## config.mk

```make
export PLATFORM = sky130hd
export DESIGN_NAME = ga23_sdr_arbiter
export DESIGN_NICKNAME = d
export VERILOG_FILES = /design/src/rtl/ga23_pkg.sv /design/src/rtl/ga23_rr_pick.sv /design/src/rtl/ga23_sdr_arbiter.sv
export SDC_FILE = /design/constraint.sdc
export NUM_CORES = 1
export LEC_CHECK = 0
export CORE_ASPECT_RATIO = 1.5
export CORE_MARGIN = 3
export CORE_UTILIZATION = 48
export CTS_CLUSTER_DIAMETER = 120
export DETAILED_ROUTE_END_ITERATION = 8
export GPL_TIMING_DRIVEN = 0
export MAX_ROUTING_LAYER = met4
export PLACE_DENSITY = 0.8
export REMOVE_ABC_BUFFERS = 1
export SYNTH_ARGS = -nofsm -noshare
export SYNTH_HDL_FRONTEND = slang
export SYNTH_SLANG_ARGS = --single-unit
```

## constraint.sdc

```tcl
create_clock -name clk -period 2.89 [get_ports clk]
set_clock_uncertainty 0.15 [all_clocks]
set_input_delay 0.4335 -clock clk [delete_from_list [all_inputs] [get_ports clk]]
set_output_delay 0.4335 -clock clk [all_outputs]
set_load 0.05 [all_outputs]
```

## src/rtl/ga23_pkg.sv

```systemverilog
// rtl/ga23_pkg.sv - shared GA23 SDRAM arbiter types and constants
package ga23_pkg;

    localparam int GA23_SDR_ADDR_W = 21;
    localparam int GA23_SDR_DATA_W = 32;
    localparam int GA23_NUM_LAYERS = 3;

    // The issue cycle lives inside the IDLE->WAIT transition, so two states suffice.
    typedef enum logic [0:0] {
        ARB_IDLE = 1'b0,
        ARB_WAIT = 1'b1
    } arb_state_t;

    function automatic int ptr_w(input int n);
        return (n > 1) ? $clog2(n) : 1;
    endfunction

endpackage

```

## src/rtl/ga23_rr_pick.sv

```systemverilog
// rtl/ga23_rr_pick.sv - combinational round-robin picker, first request at or after ptr
module ga23_rr_pick
    import ga23_pkg::*;
#(
    parameter int N  = GA23_NUM_LAYERS,
    parameter int PW = ptr_w(N)
) (
    input  logic [N-1:0]  req,
    input  logic [PW-1:0] ptr,
    output logic [PW-1:0] gnt,
    output logic          any
);

    int idx;

    // Walk offsets from farthest to nearest so the nearest set request wins.
    always_comb begin
        gnt = '0;
        any = 1'b0;
        idx = 0;
        for (int k = N - 1; k >= 0; k--) begin
            idx = int'(ptr) + k;
            if (idx >= N) idx = idx - N;
            if (req[idx]) begin
                gnt = PW'(idx);
                any = 1'b1;
            end
        end
    end

endmodule

```

## src/rtl/ga23_sdr_arbiter.sv

```systemverilog
// rtl/ga23_sdr_arbiter.sv - round-robin serialiser of layer row fetches onto one SDRAM read channel
module ga23_sdr_arbiter
    import ga23_pkg::*;
#(
    parameter int NUM_LAYERS = GA23_NUM_LAYERS,
    parameter int ADDR_W     = GA23_SDR_ADDR_W,
    parameter int DATA_W     = GA23_SDR_DATA_W,
    parameter int TIMEOUT    = 64
) (
    input  logic                         clk,
    input  logic                         reset_n,
    input  logic [NUM_LAYERS-1:0]        layer_req,
    input  logic [NUM_LAYERS*ADDR_W-1:0] layer_addr,
    output logic [NUM_LAYERS*DATA_W-1:0] layer_data,
    output logic [NUM_LAYERS-1:0]        layer_rdy,
    output logic [NUM_LAYERS-1:0]        layer_err,
    output logic                         mem_req,
    output logic [ADDR_W-1:0]            mem_addr,
    input  logic                         mem_rdy,
    input  logic [DATA_W-1:0]            mem_data,
    output logic                         busy
);

    localparam int PW = ptr_w(NUM_LAYERS);
    localparam int CW = (TIMEOUT > 1) ? $clog2(TIMEOUT) : 1;

    arb_state_t              state;
    logic [NUM_LAYERS-1:0]   pend;
    logic [ADDR_W-1:0]       pend_addr [NUM_LAYERS];
    logic [ADDR_W-1:0]       pick_addr;
    logic [PW-1:0]           rr_ptr;
    logic [PW-1:0]           gnt;
    logic [PW-1:0]           pick;
    logic [PW-1:0]           rr_next;
    logic                    pick_any;
    logic                    issue;
    logic [CW-1:0]           cnt;

    ga23_rr_pick #(.N(NUM_LAYERS), .PW(PW)) u_pick (
        .req (pend),
        .ptr (rr_ptr),
        .gnt (pick),
        .any (pick_any)
    );

    assign issue   = (state == ARB_IDLE) && pick_any;
    assign busy    = (state == ARB_WAIT);
    assign rr_next = (gnt == PW'(NUM_LAYERS - 1)) ? '0 : gnt + 1'b1;

    always_comb begin
        pick_addr = '0;
        for (int i = 0; i < NUM_LAYERS; i++)
            if (pick == PW'(i)) pick_addr = pend_addr[i];
    end

    // A request landing in the issue cycle re-arms the slot with its new address.
    always_ff @(posedge clk or negedge reset_n) begin
        if (!reset_n) begin
            pend <= '0;
            for (int i = 0; i < NUM_LAYERS; i++) pend_addr[i] <= '0;
        end else begin
            for (int i = 0; i < NUM_LAYERS; i++) begin
                if (layer_req[i]) begin
                    pend[i]      <= 1'b1;
                    pend_addr[i] <= layer_addr[i*ADDR_W +: ADDR_W];
                end else if (issue && (pick == PW'(i))) begin
                    pend[i] <= 1'b0;
                end
            end
        end
    end

    always_ff @(posedge clk or negedge reset_n) begin
        if (!reset_n) begin
            state      <= ARB_IDLE;
            rr_ptr     <= '0;
            gnt        <= '0;
            cnt        <= '0;
            mem_req    <= 1'b0;
            mem_addr   <= '0;
            layer_data <= '0;
            layer_rdy  <= '0;
            layer_err  <= '0;
        end else begin
            mem_req   <= 1'b0;
            layer_rdy <= '0;
            layer_err <= '0;
            case (state)
                ARB_IDLE: begin
                    cnt <= '0;
                    if (pick_any) begin
                        mem_req  <= 1'b1;
                        mem_addr <= pick_addr;
                        gnt      <= pick;
                        state    <= ARB_WAIT;
                    end
                end
                ARB_WAIT: begin
                    if (mem_rdy) begin
                        for (int i = 0; i < NUM_LAYERS; i++) begin
                            if (gnt == PW'(i)) begin
                                layer_data[i*DATA_W +: DATA_W] <= mem_data;
                                layer_rdy[i]                   <= 1'b1;
                            end
                        end
                        rr_ptr <= rr_next;
                        state  <= ARB_IDLE;
                    end else if (cnt == CW'(TIMEOUT - 1)) begin
                        for (int i = 0; i < NUM_LAYERS; i++)
                            if (gnt == PW'(i)) layer_err[i] <= 1'b1;
                        rr_ptr <= rr_next;
                        state  <= ARB_IDLE;
                    end else begin
                        cnt <= cnt + 1'b1;
                    end
                end
                default: state <= ARB_IDLE;
            endcase
        end
    end

endmodule

```

==> flow_summary.json <==
{
  "pin_count": 226,
  "regArea_um2": 5030,
  "final_nets": 1029,
  "setup_violations": 0,
  "synth_top_cell_by_area": "dfrtp_1",
  "tightest_slew_ns": 1.34,
  "die_x_um": 113,
  "ys_warn_count": 0,
  "worstHoldPathType": "flop to flop",
  "drc": 0,
  "yosys.area_share.simple": 0.139,
  "cts-root-buf": "clkbuf_16",
  "grt_setup_unrepaired": "yes",
  "ys_top_cells_by_area": "dfrtp_1, mux2_2, nand2_1",
  "yosysTopAreaCellShare": 0.609,
  "gp_congestion": 0.772,
  "dpl.hpwl_um": 13800,
  "diodes": 0,
  "synth_top_family_by_area": "simple AND/OR/NAND/NOR gates",
  "io_buffer_count": 225,
  "grt_usage": 0.230,
  "antenna_left": 0,
  "async_flop_share": 1.00,
  "maxCapViolCount": 0,
  "synthAdderAreaFrac": 0.00606,
  "dp_slack_ns": -0.696,
  "wl_per_cell_um": 18.3,
  "num_rows": 58,
  "run_status": "complete, no violations",
  "layout_common_cells": "nand2_1, clkdlybuf4s50_1, dfrtp_1, mux2_2, clkbuf_16",
  "die_area_um2": 18900,
  "firstDrtPassIters": 4,
  "p_per_area_nw_per_um2": 1300,
  "fin_crit_ns": 2.73,
  "htree_levels": 1,
  "cp-start-kind": "flop",
  "drt-initial-drc-count": 292,
  "synthToLayoutAreaGrowth_pct": 38.4,
  "final_core_util": 0.679,
  "start_util": 0.491,
  "clock_latency_ns": 0.48,
  "synth_mux_area_frac": 0.123,
  "final_common_cell": "nand2_1",
  "via_per_inst": 5.18,
  "numCtsBuffers": 20,
  "clock-sinks": 201,
  "grt_pass1_wl_um": 34200,
  "synth.ff_latch_count": 201,
  "grt.overflow.total": 0,
  "fill_cells": 1250,
  "place_inst": 1105,
  "syn-cell-area_um2": 8260,
  "hold_viol_final": 0,
  "ys.flop_type": "dfrtp_1",
  "grt_max_degree": 106,
  "final_area_um2": 11400,
  "crit_fanout": 9,
  "cts_tree": "built",
  "stdcell_count": 1148,
  "cp.arrival_ns": 2.98,
  "clockBufferDepth": 3,
  "multi_input_area_um2": 3020,
  "drive_gt1_frac": 0.188,
  "syn_area_per_cell_um2": 11.8,
  "routed_wl_um": 21000,
  "synth_compound_area_frac": 0.0839,
  "fmax_ghz": 0.366,
  "ys_seq_area_frac": 0.609,
  "layout_setup_ws_ns": 0.156,
  "coreArea_um2": 16800,
  "ir_worst_vdd_mv": 1.01,
  "synth_xor_area_frac": 0.00530,
  "period_share": 0.946,
  "die_h_um": 167,
  "worstPathRequired_ns": 3.14,
  "slew_headroom": 0.102,
  "slew_viol_final": 0,
  "synth-edff-count": 0,
  "antenna_found_initial": 0,
  "power_leakage_nw": 5.12,
  "vias": 5949,
  "endpoint_kind": "flop",
  "grt_pass1_vias": 6567,
  "clk_pin_slew_ns": 0.06,
  "holdWs_ns": 0.320,
  "synth_cell_types": 52,
  "placed_area_um2": 10700,
  "crit_type": "flop to flop",
  "postSynthCellCount": 701
}
logic make-up after synthesis:
logic type | after synthesis
DFF | 201
muxes | 91
and+or+nand+nor | 277
adders and majority gates | 4
buffers and inverters | 54
xor gates and xnor gates | 5
AOI/OAI and AO/OA | 69
routing by layer:
layer / share of wire / GRT usage / vias to the layer above
li1: - / - / 2792
met1: 0.40 / 0.274 / 2918
met2: 0.50 / 0.391 / 205
met3: 0.078 / 0.0600 / 34
met4: 0.022 / 0.0528 / 0
met5: 0 / - / -
power breakdown:
part	switching, mW	leakage, nW	internal, mW
clock	1.04	0.308	1.44
combinational	5.16	2.36	2.88
sequential	0.557	2.46	3.78
worst paths after layout:
path	start	to	slack [ns]	depth (start not counted)
setup / recovery	rr_ptr[0]	mem_addr[20]	0.16	8
hold / removal	layer_data[36]	layer_data[36]	0.32	2
setup reg to reg	rr_ptr[0]	mem_addr[20]	0.16	8
hold reg to reg	layer_data[36]	layer_data[36]	0.32	2
max in group asynchronous	reset_n	layer_data[73]	1.23	3
min in group asynchronous	reset_n	mem_addr[2]	0.41	2
critical path, cell delays in order (launching register included):
cell	delay, ns
dfrtp_1	0.37
inv_1	0.07
ha_1	0.47
or4b_1	0.53
a211oi_4	0.41
or2_4	0.25
buf_12	0.15
a22oi_2	0.09
o221ai_2	0.17
flip-flops by register name (all words and copies together) (netlist names):
name        flops
layer_data     96
pend_addr      63
mem_addr       21
cnt             6
layer_err       3
layer_rdy       3
pend            3
gnt             2
rr_ptr          2
busy            1
mem_req         1
final cells by class:
cell class              count  share of cell area
repair inverters            1            0.000657
multi-input cells         447               0.264
inverters                  16             0.00558
flip-flops and latches    201               0.440
clock buffers              32              0.0531
clock inverters             4             0.00197
well taps                 210              0.0230
repair buffers            237               0.212
cell usage after synthesis (all sizes together) (4+ instances only):
cell and n:
mux2i 4, nor2 10, nand2b 4, o21ai 22
nand2 231, a22oi 8, dfrtp 201, o221ai 8
nand4 4, buf 23, inv 15, and3 14
ha 4, mux2 87, clkbuf 15, a221oi 13
or2 4
per-stage QoR:
step	total power, mW	TNS, ns
6_report	14.8	0
4_1_cts	14.9	0
2_1_floorplan	9.41	-36.36
5_1_grt	15.6	-0.0944
3_5_place_dp	12.1	-25.05
3_3_place_gp	11.9	-1573.69
timing repair:
action,in CTS,in global routing
cloned,1,1
resized for setup,7,5
hold buffers,1,0
hold endpoints to repair,96,0
setup buffers,1,3
pin swaps,2,1
setup endpoints to repair,23,61
Note: power is estimated with default switching activity, not from simulation.
